===== config.mk =====
export PLATFORM = sky130hd
export DESIGN_NAME = rs232_tx_fifo_flat
export DESIGN_NICKNAME = d
export VERILOG_FILES = /design/src/rtl/rs232_tx_fifo_pkg.sv /design/src/rtl/rs232_tx_fifo_if.sv /design/src/rtl/rs232_tx_fifo_sync_fifo.sv /design/src/rtl/rs232_tx_fifo.sv /design/src/flat_wrapper.sv
export SDC_FILE = /design/constraint.sdc
export NUM_CORES = 1
export LEC_CHECK = 0
export ABC_AREA = 1
export CAP_MARGIN = 20
export CORE_MARGIN = 2
export CORE_UTILIZATION = 42
export DETAILED_ROUTE_END_ITERATION = 6
export SYNTH_ARGS = -nofsm -noshare
export SYNTH_HDL_FRONTEND = slang
export SYNTH_SLANG_ARGS = --single-unit

===== constraint.sdc =====
create_clock -name clk -period 4.1 [get_ports clk]
set_clock_uncertainty 0.05 [all_clocks]
set_input_delay 0.82 -clock clk [delete_from_list [all_inputs] [get_ports clk]]
set_output_delay 0.82 -clock clk [all_outputs]
set_load 0.05 [all_outputs]

===== src/rtl/rs232_tx_fifo_pkg.sv =====
// Shared definitions for the RS-232 blocks: parity codes, FSM states and
// elaboration helpers used by both the TX and the future RX side.
package rs232_tx_fifo_pkg;

    localparam int unsigned PARITY_NONE = 0;
    localparam int unsigned PARITY_ODD  = 1;
    localparam int unsigned PARITY_EVEN = 2;

    typedef enum logic [2:0] {
        S_IDLE   = 3'd0,
        S_START  = 3'd1,
        S_DATA   = 3'd2,
        S_PARITY = 3'd3,
        S_STOP   = 3'd4
    } state_e;

    // Smallest r with 2**r >= v.
    function automatic int unsigned clog2(input int unsigned v);
        int unsigned r;
        r = 0;
        while ((64'(1) << r) < 64'(v)) r++;
        return r;
    endfunction

    // Bit period in clocks, rounded to nearest.
    function automatic int unsigned bit_ticks(input int unsigned clk_freq,
                                              input int unsigned baud);
        return (clk_freq + baud / 2) / baud;
    endfunction

endpackage


===== src/rtl/rs232_tx_fifo_if.sv =====
// Valid/ready word handshake into the RS-232 transmitter.
interface rs232_tx_fifo_if #(
    parameter int unsigned DATA_BITS = 8
);
    logic [DATA_BITS-1:0] data;
    logic                 valid;
    logic                 ready;

    modport master (output data, output valid, input ready);
    modport slave  (input data, input valid, output ready);
endinterface


===== src/rtl/rs232_tx_fifo_sync_fifo.sv =====
// Single-clock FIFO; pointers carry one extra wrap bit to tell full from empty.
module rs232_sync_fifo
    import rs232_tx_fifo_pkg::*;
#(
    parameter int unsigned WIDTH = 8,
    parameter int unsigned DEPTH = 4
) (
    input  logic             clk,
    input  logic             rst,
    input  logic             push,
    input  logic [WIDTH-1:0] push_data,
    input  logic             pop,
    output logic [WIDTH-1:0] pop_data,
    output logic             full,
    output logic             empty
);
    localparam int unsigned AW = clog2(DEPTH);

    logic [WIDTH-1:0] mem [DEPTH];
    logic [AW:0]      wr_ptr;
    logic [AW:0]      rd_ptr;
    logic             do_push;
    logic             do_pop;

    assign do_push  = push && !full;
    assign do_pop   = pop && !empty;
    assign empty    = (wr_ptr == rd_ptr);
    assign full     = (wr_ptr[AW] != rd_ptr[AW]) && (wr_ptr[AW-1:0] == rd_ptr[AW-1:0]);
    assign pop_data = mem[rd_ptr[AW-1:0]];

    always_ff @(posedge clk) begin
        if (rst) begin
            wr_ptr <= '0;
            rd_ptr <= '0;
        end else begin
            if (do_push) wr_ptr <= wr_ptr + (AW+1)'(1);
            if (do_pop)  rd_ptr <= rd_ptr + (AW+1)'(1);
        end
    end

    // Storage needs no reset; only the pointers define contents.
    always_ff @(posedge clk) begin
        if (do_push) mem[wr_ptr[AW-1:0]] <= push_data;
    end

endmodule


===== src/rtl/rs232_tx_fifo.sv =====
// Buffered RS-232 transmitter: words queue in a FIFO and leave LSB-first on tx
// with start bit, optional parity and 1 or 2 stop bits, frames back to back.
module rs232_tx_fifo
    import rs232_tx_fifo_pkg::*;
#(
    parameter int unsigned CLK_FREQ   = 50_000_000,
    parameter int unsigned BAUD       = 115200,
    parameter int unsigned DATA_BITS  = 8,
    parameter int unsigned PARITY     = 0,
    parameter int unsigned STOP_BITS  = 1,
    parameter int unsigned FIFO_DEPTH = 4
) (
    input  logic           clk,
    input  logic           rst,
    rs232_tx_fifo_if.slave bus,
    output logic           tx,
    output logic           busy
);
    localparam int unsigned BIT_TICKS = bit_ticks(CLK_FREQ, BAUD);
    localparam int unsigned CW        = clog2(BIT_TICKS);
    localparam int unsigned BW        = clog2(DATA_BITS);

    if (DATA_BITS < 5 || DATA_BITS > 9) begin : g_bad_data_bits
        $error("rs232_tx_fifo: DATA_BITS must be 5..9");
    end
    if (PARITY > 2) begin : g_bad_parity
        $error("rs232_tx_fifo: PARITY must be 0, 1 or 2");
    end
    if (STOP_BITS != 1 && STOP_BITS != 2) begin : g_bad_stop_bits
        $error("rs232_tx_fifo: STOP_BITS must be 1 or 2");
    end
    if (BIT_TICKS < 2) begin : g_bad_bit_ticks
        $error("rs232_tx_fifo: CLK_FREQ/BAUD gives fewer than 2 clocks per bit");
    end
    if (FIFO_DEPTH < 2 || (FIFO_DEPTH & (FIFO_DEPTH - 1)) != 0) begin : g_bad_depth
        $error("rs232_tx_fifo: FIFO_DEPTH must be a power of 2, at least 2");
    end

    state_e               state_q, state_d;
    logic [CW-1:0]        baud_q, baud_d;
    logic [BW-1:0]        bit_q, bit_d;
    logic [DATA_BITS-1:0] shift_q, shift_d;
    logic                 par_q, par_d;
    logic                 tx_q, tx_d;
    logic                 busy_q, busy_d;
    logic                 load;
    logic                 tick_end;
    logic                 push;
    logic                 fifo_pop;
    logic                 fifo_full;
    logic                 fifo_empty;
    logic [DATA_BITS-1:0] fifo_dout;

    function automatic logic parity_of(input logic [DATA_BITS-1:0] w);
        return (PARITY == PARITY_ODD) ? ~(^w) : ^w;
    endfunction

    assign push      = bus.valid && !fifo_full;
    assign bus.ready = !fifo_full;
    assign tick_end  = (baud_q == CW'(BIT_TICKS - 1));
    assign tx        = tx_q;
    assign busy      = busy_q;

    rs232_sync_fifo #(
        .WIDTH (DATA_BITS),
        .DEPTH (FIFO_DEPTH)
    ) u_fifo (
        .clk       (clk),
        .rst       (rst),
        .push      (push),
        .push_data (bus.data),
        .pop       (fifo_pop),
        .pop_data  (fifo_dout),
        .full      (fifo_full),
        .empty     (fifo_empty)
    );

    // Next-state logic; tx_d is the level the line takes after the coming edge.
    always_comb begin
        state_d  = state_q;
        baud_d   = tick_end ? '0 : baud_q + CW'(1);
        bit_d    = bit_q;
        shift_d  = shift_q;
        par_d    = par_q;
        tx_d     = tx_q;
        load     = 1'b0;
        fifo_pop = 1'b0;

        case (state_q)
            S_IDLE: begin
                baud_d = '0;
                tx_d   = 1'b1;
                load   = !fifo_empty;
            end
            S_START: begin
                if (tick_end) begin
                    state_d = S_DATA;
                    bit_d   = '0;
                    tx_d    = shift_q[0];
                    shift_d = shift_q >> 1;
                end
            end
            S_DATA: begin
                if (tick_end) begin
                    if (bit_q == BW'(DATA_BITS - 1)) begin
                        bit_d = '0;
                        if (PARITY != PARITY_NONE) begin
                            state_d = S_PARITY;
                            tx_d    = par_q;
                        end else begin
                            state_d = S_STOP;
                            tx_d    = 1'b1;
                        end
                    end else begin
                        bit_d   = bit_q + BW'(1);
                        tx_d    = shift_q[0];
                        shift_d = shift_q >> 1;
                    end
                end
            end
            S_PARITY: begin
                if (tick_end) begin
                    state_d = S_STOP;
                    bit_d   = '0;
                    tx_d    = 1'b1;
                end
            end
            S_STOP: begin
                if (tick_end) begin
                    if (bit_q == BW'(STOP_BITS - 1)) begin
                        state_d = S_IDLE;
                        load    = !fifo_empty;
                    end else begin
                        bit_d = bit_q + BW'(1);
                    end
                end
            end
            default: begin
                state_d = S_IDLE;
                tx_d    = 1'b1;
            end
        endcase

        // Start a frame: pop into the shifter and drop the line on this edge.
        if (load) begin
            fifo_pop = 1'b1;
            shift_d  = fifo_dout;
            par_d    = parity_of(fifo_dout);
            tx_d     = 1'b0;
            baud_d   = '0;
            state_d  = S_START;
        end

        busy_d = (state_d != S_IDLE) || !fifo_empty;
    end

    always_ff @(posedge clk) begin
        if (rst) begin
            state_q <= S_IDLE;
            baud_q  <= '0;
            bit_q   <= '0;
            shift_q <= '0;
            par_q   <= 1'b0;
            tx_q    <= 1'b1;
            busy_q  <= 1'b0;
        end else begin
            state_q <= state_d;
            baud_q  <= baud_d;
            bit_q   <= bit_d;
            shift_q <= shift_d;
            par_q   <= par_d;
            tx_q    <= tx_d;
            busy_q  <= busy_d;
        end
    end

endmodule


===== src/flat_wrapper.sv =====
// flat-port wrapper written by rule: the top's interface ports become plain ports
module rs232_tx_fifo_flat import rs232_tx_fifo_pkg::*;
#(
    parameter int unsigned CLK_FREQ   = 50_000_000,
    parameter int unsigned BAUD       = 115200,
    parameter int unsigned DATA_BITS  = 8,
    parameter int unsigned PARITY     = 0,
    parameter int unsigned STOP_BITS  = 1,
    parameter int unsigned FIFO_DEPTH = 4
)
  (clk, rst, tx, busy, bus_data, bus_valid, bus_ready);
  rs232_tx_fifo_if #(.DATA_BITS(DATA_BITS)) bus_i ();
  input  logic clk;
  input  logic rst;
  output logic tx;
  output logic busy;
  input wire logic [$bits(bus_i.data)-1:0] bus_data;
  input wire logic [$bits(bus_i.valid)-1:0] bus_valid;
  output wire logic [$bits(bus_i.ready)-1:0] bus_ready;
  assign bus_i.data = bus_data;
  assign bus_i.valid = bus_valid;
  assign bus_ready = bus_i.ready;
  rs232_tx_fifo #(.CLK_FREQ(CLK_FREQ), .BAUD(BAUD), .DATA_BITS(DATA_BITS), .PARITY(PARITY), .STOP_BITS(STOP_BITS), .FIFO_DEPTH(FIFO_DEPTH)) u_core (.clk(clk), .rst(rst), .bus(bus_i), .tx(tx), .busy(busy));
endmodule

==> flow_metrics.tcl, run 1 <==
set metrics [dict create \
    status "finished, final reports clean" \
    portBuffers 13 \
    finalHoldViolCount 0 \
    num_vias 2207 \
    vias_per_cell 4.851 \
    netlist.area_leader.share_pct 32.31 \
    synth-async-reset-ratio_pct 0 \
    min_to "u_core.bit_q[1]" \
    worstHoldStart "u_core.bit_q[1]" \
    die_h_um 88.15 \
    path_clk_slew_ns 0.07 \
    finalSetupTns_ns 0 \
    postCtsHoldBufs 0 \
    drt_iter0_markers 115 \
    io_pins 14 \
    swShare_pct 32.28 \
    die_w_um 88.15 \
    grt_max_degree 21 \
    placementRows 30 \
    syn_nets 359 \
    numCtsBuffers 9 \
    synth_cells 338 \
    synth-edff-count 32 \
    ir_worst_vdd_v 0.0003883 \
    clock_latency_ns 0.34 \
    die_area_sq_mm 0.007770 \
    synth_area_leaders "edfxtp_1, dfxtp_1, nand2_1, nand3_1, ha_1" \
    cts_root_buf "clkbuf_8" \
    hp-class "reg2reg" \
    ys_types 32 \
    critPathCaptureType "output pin" \
    internal-power_uw 1421 \
    synth.avg_cell_area_sq_um 8.799 \
    grt_pass1_wl_um 9446 \
    cts_setup_buffers 0 \
    cts.path.max_buffers 2 \
    p_comb_share_pct 25.5 \
    slew_headroom_pct 45.78 \
    maxSlewViolCount 0 \
    grt_pass1_vias 2034 \
    sequentialPowerShare_pct 40.5 \
    regArea_sq_mm 0.001622 \
    max-cap-violations 0 \
    clock-sinks 65 \
    grtUsageTotal_pct 15.92 \
    arrival_ns 1.90 \
    worst-path-max-fanout 5 \
    tightest_slew_ns 0.8102 \
    p_sw_uw 677.2 \
    grt_antenna_before_repair 0 \
    max_freq_ghz 0.3609 \
    yosysTopAreaCell "edfxtp_1" \
    nets 375 \
    start_util_pct 43.53 \
    drt-total-wl_um 5426 \
    clockPowerShare_pct 34.0 \
    syn_area_sq_mm 0.002974 \
    syn_to_final_growth_pct 16.07 \
    holdWs_ns 0.4303 \
    fillers 665 \
    r2r_cells 6 \
    setup_viol 0 \
    n_antenna_cell 0 \
    dp_hpwl_um 3739 \
    leakagePower_uw 0.001439 \
    ys_seq_area_share_pct 54.52 \
    drive_gt1_share_pct 11.14 \
    multiInputGateArea_sq_mm 0.001174 \
    ant_nets 0 \
    yosysWarningCount 0 \
    rr_endpoint "u_core.u_fifo.mem[0][3]" \
    crit_type "reg2out" \
    min_path_cells 2 \
    cts_tree "yes" \
    power_density_mw_per_mm2 607.7 \
    cp.required_ns 3.23 \
    grt.overflow.total 0 \
    cts_max_level 3 \
    start_kind "register" \
    core_area_sq_mm 0.006832 \
    ys_seq_elements 65 \
    gp_congestion 0.7931 \
    period_share_pct 67.58 \
    drcViolationCount 0 \
    cts-resized-gates 0 \
    reg2reg_slack_ns 2.07 \
    worstReg2RegStart "u_core.u_fifo.wr_ptr[0]" \
    wl_per_cell_um 11.93 \
    synthFlopType "dfxtp_1" \
    min_period_ns 2.771 \
    rsz0062_at_grt "false" \
    drt_first_pass_iters 4 \
]
## power by group through the flow
stage | logic (uW) | registers (uW) | clock network [uW]
after global placement | 531 | 863 | 0
after detailed placement | 537 | 866 | 0
after global routing | 619 | 865 | 757
after CTS | 539 | 852 | 730
after floorplan | 433 | 849 | 0
final | 535 | 850 | 713
## per-layer routing
layer	track usage, %	up-vias	share of wire, %
li1	-	1159	-
met1	19.51	1013	47
met2	26.58	30	48
met3	5.749	5	3.8
met4	4.545	0	1.1
met5	0	-	0
## worst max-delay path by stage
stage | from | end | slack (ns) | cells after the start
3_3_place_gp | bus_valid | u_core.u_fifo.mem[3][4] | 1.54 | 3
3_5_place_dp | bus_valid | u_core.u_fifo.mem[0][5] | 1.50 | 3
2_1_floorplan | u_core.u_fifo.wr_ptr[0] | u_core.u_fifo.mem[3][0] | 1.95 | 6
5_1_grt | u_core.u_fifo.wr_ptr[0] | bus_ready | 1.20 | 5
6_report | u_core.u_fifo.wr_ptr[0] | bus_ready | 1.33 | 5
4_1_cts | u_core.u_fifo.wr_ptr[0] | bus_ready | 1.30 | 5
## cell families after synthesis
| group | Yosys count | synth area share (%) |
|---|---|---|
| AOI/OAI and AO/OA | 38 | 7.615 |
| DFF | 65 | 54.52 |
| buffers and inverters | 44 | 6.016 |
| adders and majority gates | 10 | 4.207 |
| and+or+nand+nor | 179 | 27.05 |
| xor gates and xnor gates | 2 | 0.5891 |
## per-stage QoR
step / instance area, sq um / instances / total power (uW) / utilization, % / worst slack, ns
6_report: 3452 / 455 / 2098 / 50.53 / 1.329
5_1_grt: 3452 / 455 / 2241 / 50.53 / 1.204
4_1_cts: 3452 / 455 / 2121 / 50.53 / 1.297
3_5_place_dp: 3186 / 439 / 1402 / 46.63 / 1.504
3_3_place_gp: 3186 / 439 / 1394 / 46.63 / 1.538
2_1_floorplan: 2974 / 338 / 1282 / - / 1.946
## critical path: stages, from the launching register on
cell and delay [ns]:
dfxtp_1 0.39, inv_1 0.12, nand2_1 0.09, nand2_1 0.06
nand4_1 0.10, clkdlybuf4s50_1 0.81
## sequential cells by signal, indices dropped and copies added (netlist names), named ones only
register              cells
u_core.u_fifo.rd_ptr      3
u_core.tx                 1
u_core.u_fifo.mem        32
u_core.bit_q              3
u_core.baud_q             9
u_core.state_q            3
u_core.shift_q            8
u_core.busy               1
u_core.u_fifo.wr_ptr      3
## cells in the mapped netlist (all sizes together), types with 2 or more instances
cell and instances:
nand2 95, nand3 42, inv 34, dfxtp 33, edfxtp 32, nor2 32
a21oi 20, o21ai 12, ha 10, buf 5, clkbuf 4, nand4 4
nor3 3, nor4 2, o211ai 2, xor2 2
## final cells by class
cell class	count	share of cell area, %
clock inverters	7	4.132
well taps	96	3.480
clock buffers	9	3.588
inverters	35	3.842
repair buffers	14	3.987
multi-input cells	229	34.00
flip-flops and latches	65	46.97
## cell usage in the layout, fill, tap and decap left out
master	n
nor2_2	1
a21oi_2	6
o21ai_1	1
nor2_8	1
xor2_1	2
nand3_1	41
nand2_2	5
a31oi_1	1
bufinv_16	4
clkdlybuf4s50_1	13
o211ai_1	2
dfxtp_1	33
a21oi_1	14
o22ai_1	1
nor2_4	1
inv_2	4
inv_1	30
edfxtp_1	32
and3_1	1
o21ai_0	11
nand2_1	88
nor2_1	29
a211oi_1	1
clkinv_4	2
nand3_2	1
nand4_1	4
ha_1	10
clkinv_2	2
clkbuf_8	9
buf_4	1
nand2_4	2
nor3_1	3
nor4_1	2
a31o_2	1
Note: power is estimated with default switching activity, not from simulation.
==> inputs of run 2 (changes only) <==
- clock period: 4.1 -> 2.9 ns (I/O delays scaled with it)
==> flow_metrics.tcl, run 2 (synthesis results as in run 1) <==
set metrics [dict create \
    postCtsHoldBufs 0 \
    slew_headroom_pct 56.13 \
    syn_to_final_growth_pct 13.93 \
    maxSlewViolCount 0 \
    power_density_mw_per_mm2 800.1 \
    start_util_pct 43.53 \
    die_area_sq_mm 0.007770 \
    path_clk_slew_ns 0.07 \
    final_common_cell "nand2_1" \
    grt_pass1_wl_um 9639 \
    cts-resized-gates 0 \
    critPathCaptureType "output pin" \
    grt_max_degree 21 \
    met1_length_um 2708 \
    largest_reg_flops 32 \
    fillers 675 \
    multiInputGateArea_sq_mm 0.001174 \
    drt_first_pass_iters 4 \
    drt_iter0_markers 133 \
    drive_gt1_share_pct 10.83 \
    start_kind "register" \
    period_share_pct 86.73 \
    dp_hpwl_um 3961 \
    die_w_um 88.15 \
    min_period_ns 2.515 \
    cp.required_ns 2.27 \
    io_pins 14 \
    wl_per_cell_um 12.44 \
    slowest_delay_ns 0.81 \
    grt_pass1_vias 2085 \
    cp-endpoint "bus_ready" \
    cp_common_cell "nand2_1" \
    cts_setup_buffers 0 \
    ant_nets 0 \
    crit_path_cell_trace "inv_1 -> nand2_1 -> nand2_1 -> nand4_1 -> clkdlybuf4s50_1" \
    hp-class "reg2reg" \
    leakagePower_uw 0.001405 \
    final_cell_mix "nand2_1, nand3_1, dfxtp_1, edfxtp_1, inv_1" \
    gp_congestion 0.8543 \
    core_area_sq_mm 0.006832 \
    max_freq_ghz 0.3976 \
    portBuffers 13 \
    rr_endpoint "u_core.u_fifo.mem[0][2]" \
    grt.overflow.total 0 \
    arrival_ns 1.89 \
    n_antenna_cell 0 \
    crit_type "reg2out" \
    cts_tree "yes" \
    top_layer "met4" \
    grt_antenna_before_repair 0 \
    cp-startpoint "u_core.u_fifo.wr_ptr[0]" \
    post-place-cells 440 \
    worstReg2RegStart "u_core.u_fifo.wr_ptr[0]" \
    vias_per_cell 4.833 \
    status "finished, final reports clean" \
    max-cap-violations 0 \
    rsz0062_at_grt "false" \
    setup_viol 0 \
    tightest_slew_ns 0.6557 \
    ir_worst_vdd_v 0.0004280 \
    regArea_sq_mm 0.001622 \
    reg2reg_slack_ns 0.97 \
    placementRows 30 \
    clock-sinks 65 \
    num_vias 2204 \
    clock_latency_ns 0.33 \
    cts_max_level 3 \
    cts_root_buf "clkbuf_8" \
    grtUsageTotal_pct 16.33 \
    worst-path-max-fanout 5 \
    numCtsBuffers 9 \
    critPathSlowestCell "clkdlybuf4s50_1" \
    final_cells 456 \
    drt-total-wl_um 5672 \
    cts.path.max_buffers 2 \
    r2r_cells 6 \
    finalSetupTns_ns 0 \
    die_h_um 88.15 \
    met2_length_um 2723 \
    drcViolationCount 0 \
    nets 376 \
    route.met3.wl_um 153 \
    finalHoldViolCount 0 \
]
run 2: cell type report:
cell class,instances,share of cell area [%]
Inverter,35,3.914
Multi-Input combinational cell,229,34.64
Clock buffer,10,4.062
Timing Repair Buffer,15,4.284
Clock inverter,6,1.699
Sequential cell,65,47.86
Tap cell,96,3.545
run 2: through the flow:
stage / hold slack (ns) / power [uW] / instance area (sq um) / utilization [%] / setup slack (ns)
after floorplan: 0.3944 / 1812 / 2974 / - / 0.7458
after global placement: 0.4189 / 1967 / 3193 / 46.74 / 0.6682
after detailed placement: 0.4292 / 1977 / 3193 / 46.74 / 0.6521
after CTS: 0.4403 / 2738 / 3388 / 49.60 / 0.3643
after global routing: 0.4610 / 2920 / 3388 / 49.60 / 0.2501
final: 0.4368 / 2711 / 3388 / 49.60 / 0.3848
run 2: worst min path at each step:
stage	from	endpoint	depth (start not counted)	slack (ns)
global route	u_core.bit_q[1]	u_core.bit_q[1]	2	0.46
CTS	u_core.shift_q[5]	u_core.shift_q[5]	2	0.44
detailed placement	u_core.baud_q[0]	u_core.baud_q[0]	1	0.43
floorplan	u_core.baud_q[0]	u_core.baud_q[0]	1	0.39
finish	u_core.baud_q[0]	u_core.baud_q[0]	1	0.44
global placement	u_core.baud_q[0]	u_core.baud_q[0]	1	0.42
run 2: report_power, final:
group          switching (uW)  internal (uW)  leakage [uW]
logic                     497            257      0.000747
registers                 105           1090      0.000564
clock network             346            413     0.0000934
total                     948           1760       0.00140
run 2: worst max-delay path, delay by kind of cell, from the launching register on:
| family | cells | cell delay (ns) |
|---|---|---|
| buffers and inverters | 2 | 0.92 |
| flip-flops | 1 | 0.38 |
| AND/OR/NAND/NOR | 3 | 0.26 |
run 2: routing by layer:
layer	vias to the layer above	GRT usage [%]
met4	0	7.438
li1	1154	-
met5	-	0
met3	8	3.393
met1	1008	21.66
met2	34	25.83
==> inputs of run 3 (changes only) <==
- ABC_AREA: 1 -> 0
- CORE_UTILIZATION: 42 -> 59
- PLACE_DENSITY: not set -> 0.78
==> flow_metrics.tcl, run 3 <==
set metrics [dict create \
    netlist.area_leader.share_pct 33.94 \
    synth_common_cells "dfxtp_1, edfxtp_1, nor2_1" \
    cp.required_ns 2.27 \
    die_w_um 73.28 \
    cts_tree "yes" \
    grt_max_degree 17 \
    finalHoldViolCount 0 \
    numCtsBuffers 9 \
    core_area_sq_mm 0.004661 \
    period_share_pct 92.31 \
    power_density_mw_per_mm2 792.2 \
    grt_antenna_before_repair 0 \
    start_util_pct 60.75 \
    gp_congestion 0.8197 \
    yosysMostFrequentCell "dfxtp_1" \
    cts.path.max_buffers 2 \
    num_vias 1754 \
    clock_latency_ns 0.35 \
    cts_setup_buffers 0 \
    tightest_slew_ns 0.5042 \
    maxSlewViolCount 0 \
    grt.overflow.total 0 \
    setup_viol 0 \
    syn_nets 246 \
    yosysTopAreaCell "edfxtp_1" \
    portBuffers 13 \
    finalSetupTns_ns 0 \
    io_pins 14 \
    wl_per_cell_um 15.41 \
    largest_reg_flops 32 \
    clock-sinks 65 \
    synth_area_leaders "edfxtp_1, dfxtp_1, mux4_2, ha_1, mux2i_1" \
    die_area_sq_mm 0.005369 \
    cts_root_buf "clkbuf_8" \
    final_cell_mix "dfxtp_1, edfxtp_1, nor2_1, clkdlybuf4s50_1, a21oi_1" \
    yosysWarningCount 0 \
    n_antenna_cell 0 \
    synth_cells 225 \
    vias_per_cell 5.789 \
    max_freq_ghz 0.3735 \
    ys_seq_area_share_pct 57.27 \
    die_h_um 73.28 \
    final_common_cell "dfxtp_1" \
    drcViolationCount 0 \
    leakagePower_uw 0.001142 \
    cts-resized-gates 0 \
    dp_hpwl_um 3322 \
    max-cap-violations 0 \
    drt_iter0_markers 112 \
    synth.avg_cell_area_sq_um 12.58 \
    ys_types 43 \
    path_clk_slew_ns 0.07 \
    fillers 332 \
    crit_type "reg2out" \
    hp-class "reg2reg" \
    status "finished, final reports clean" \
    min_period_ns 2.677 \
    syn_to_final_growth_pct 13.48 \
    placementRows 25 \
    syn_area_sq_mm 0.002831 \
    cts_max_level 3 \
    power_uw 2546 \
    nets 265 \
    synthFlopType "dfxtp_1" \
    critPathCaptureType "output pin" \
    ir_worst_vdd_v 0.0006045 \
    synth-edff-count 32 \
    drt_first_pass_iters 4 \
    ant_nets 0 \
    worst-path-max-fanout 5 \
    grtUsageTotal_pct 20.61 \
    drt-total-wl_um 4669 \
    synth-async-reset-ratio_pct 0 \
    grt_pass1_vias 1656 \
    ys_seq_elements 65 \
    start_kind "register" \
    rsz0062_at_grt "false" \
    drive_gt1_share_pct 12.85 \
    postCtsHoldBufs 0 \
    grt_pass1_wl_um 7969 \
    arrival_ns 2.05 \
    slew_headroom_pct 66.34 \
]
[run 3: cell count changes after synthesis, moves of 12 or more]
cell     delta
inv_1      -21
nand2_1    -83
nand3_1    -36
nor2_1     -12
[run 3: metrics by stage]
| stage | cell area, sq um | worst slack, ns | cells | hold WS, ns | utilization [%] |
|---|---|---|---|---|---|
| finish | 3213 | 0.2229 | 303 | 0.4339 | 68.94 |
| global route | 3213 | 0.1199 | 303 | 0.4657 | 68.94 |
| CTS | 3213 | 0.2028 | 303 | 0.4387 | 68.94 |
| detailed placement | 3018 | 0.5966 | 287 | 0.4219 | 64.75 |
| global placement | 3018 | 0.6196 | 287 | 0.4143 | 64.75 |
| floorplan | 2831 | 1.044 | 225 | 0.3945 | - |
[run 3: critical path, cell delays in order, from the launching register on]
cell             delay (ns)
dfxtp_1                0.45
xor2_1                 0.32
or3_1                  0.15
clkdlybuf4s50_1        0.79
[run 3: power by group]
group          switching [uW]  internal, uW  leakage, uW
registers                 111          1090     0.000563
logic                     323           287     0.000486
clock network             337           394    0.0000929
total                     771          1770      0.00114
[run 3: cell families after synthesis]
| logic type | synth area share, % |
|---|---|
| buf+inv | 2.386 |
| xor+xnor | 3.712 |
| flops | 57.27 |
| fa+ha+maj | 4.419 |
| simple gates | 12.68 |
| compound gates | 10.34 |
| mux | 9.191 |
[run 3: per-layer routing]
layer | vias to the layer above | global-route usage (%) | wire length, um
met3 | 13 | 7.819 | 174
li1 | 882 | - | -
met5 | - | 0 | 0
met2 | 33 | 32.43 | 2287
met4 | 0 | 9.259 | 98
met1 | 826 | 25.30 | 2109
[run 3: cell type report]
cell class | instances | area (sq um) | area share (%)
clock buffers | 9 | 123.9 | 3.855
clock inverters | 7 | 71.32 | 2.220
inverters | 9 | 33.78 | 1.051
multi-input cells | 143 | 1142 | 35.55
flip-flops and latches | 65 | 1622 | 50.47
well taps | 54 | 67.56 | 2.103
repair buffers | 16 | 152.6 | 4.751
[run 3: final timing paths]
kind	startpoint	to	slack (ns)	cells after the start
hold / removal	u_core.baud_q[0]	u_core.baud_q[0]	0.43	1
hold reg to reg	u_core.baud_q[0]	u_core.baud_q[0]	0.43	1
setup reg to reg	u_core.baud_q[0]	u_core.u_fifo.rd_ptr[2]	0.89	5
setup / recovery	u_core.u_fifo.wr_ptr[0]	bus_ready	0.22	3
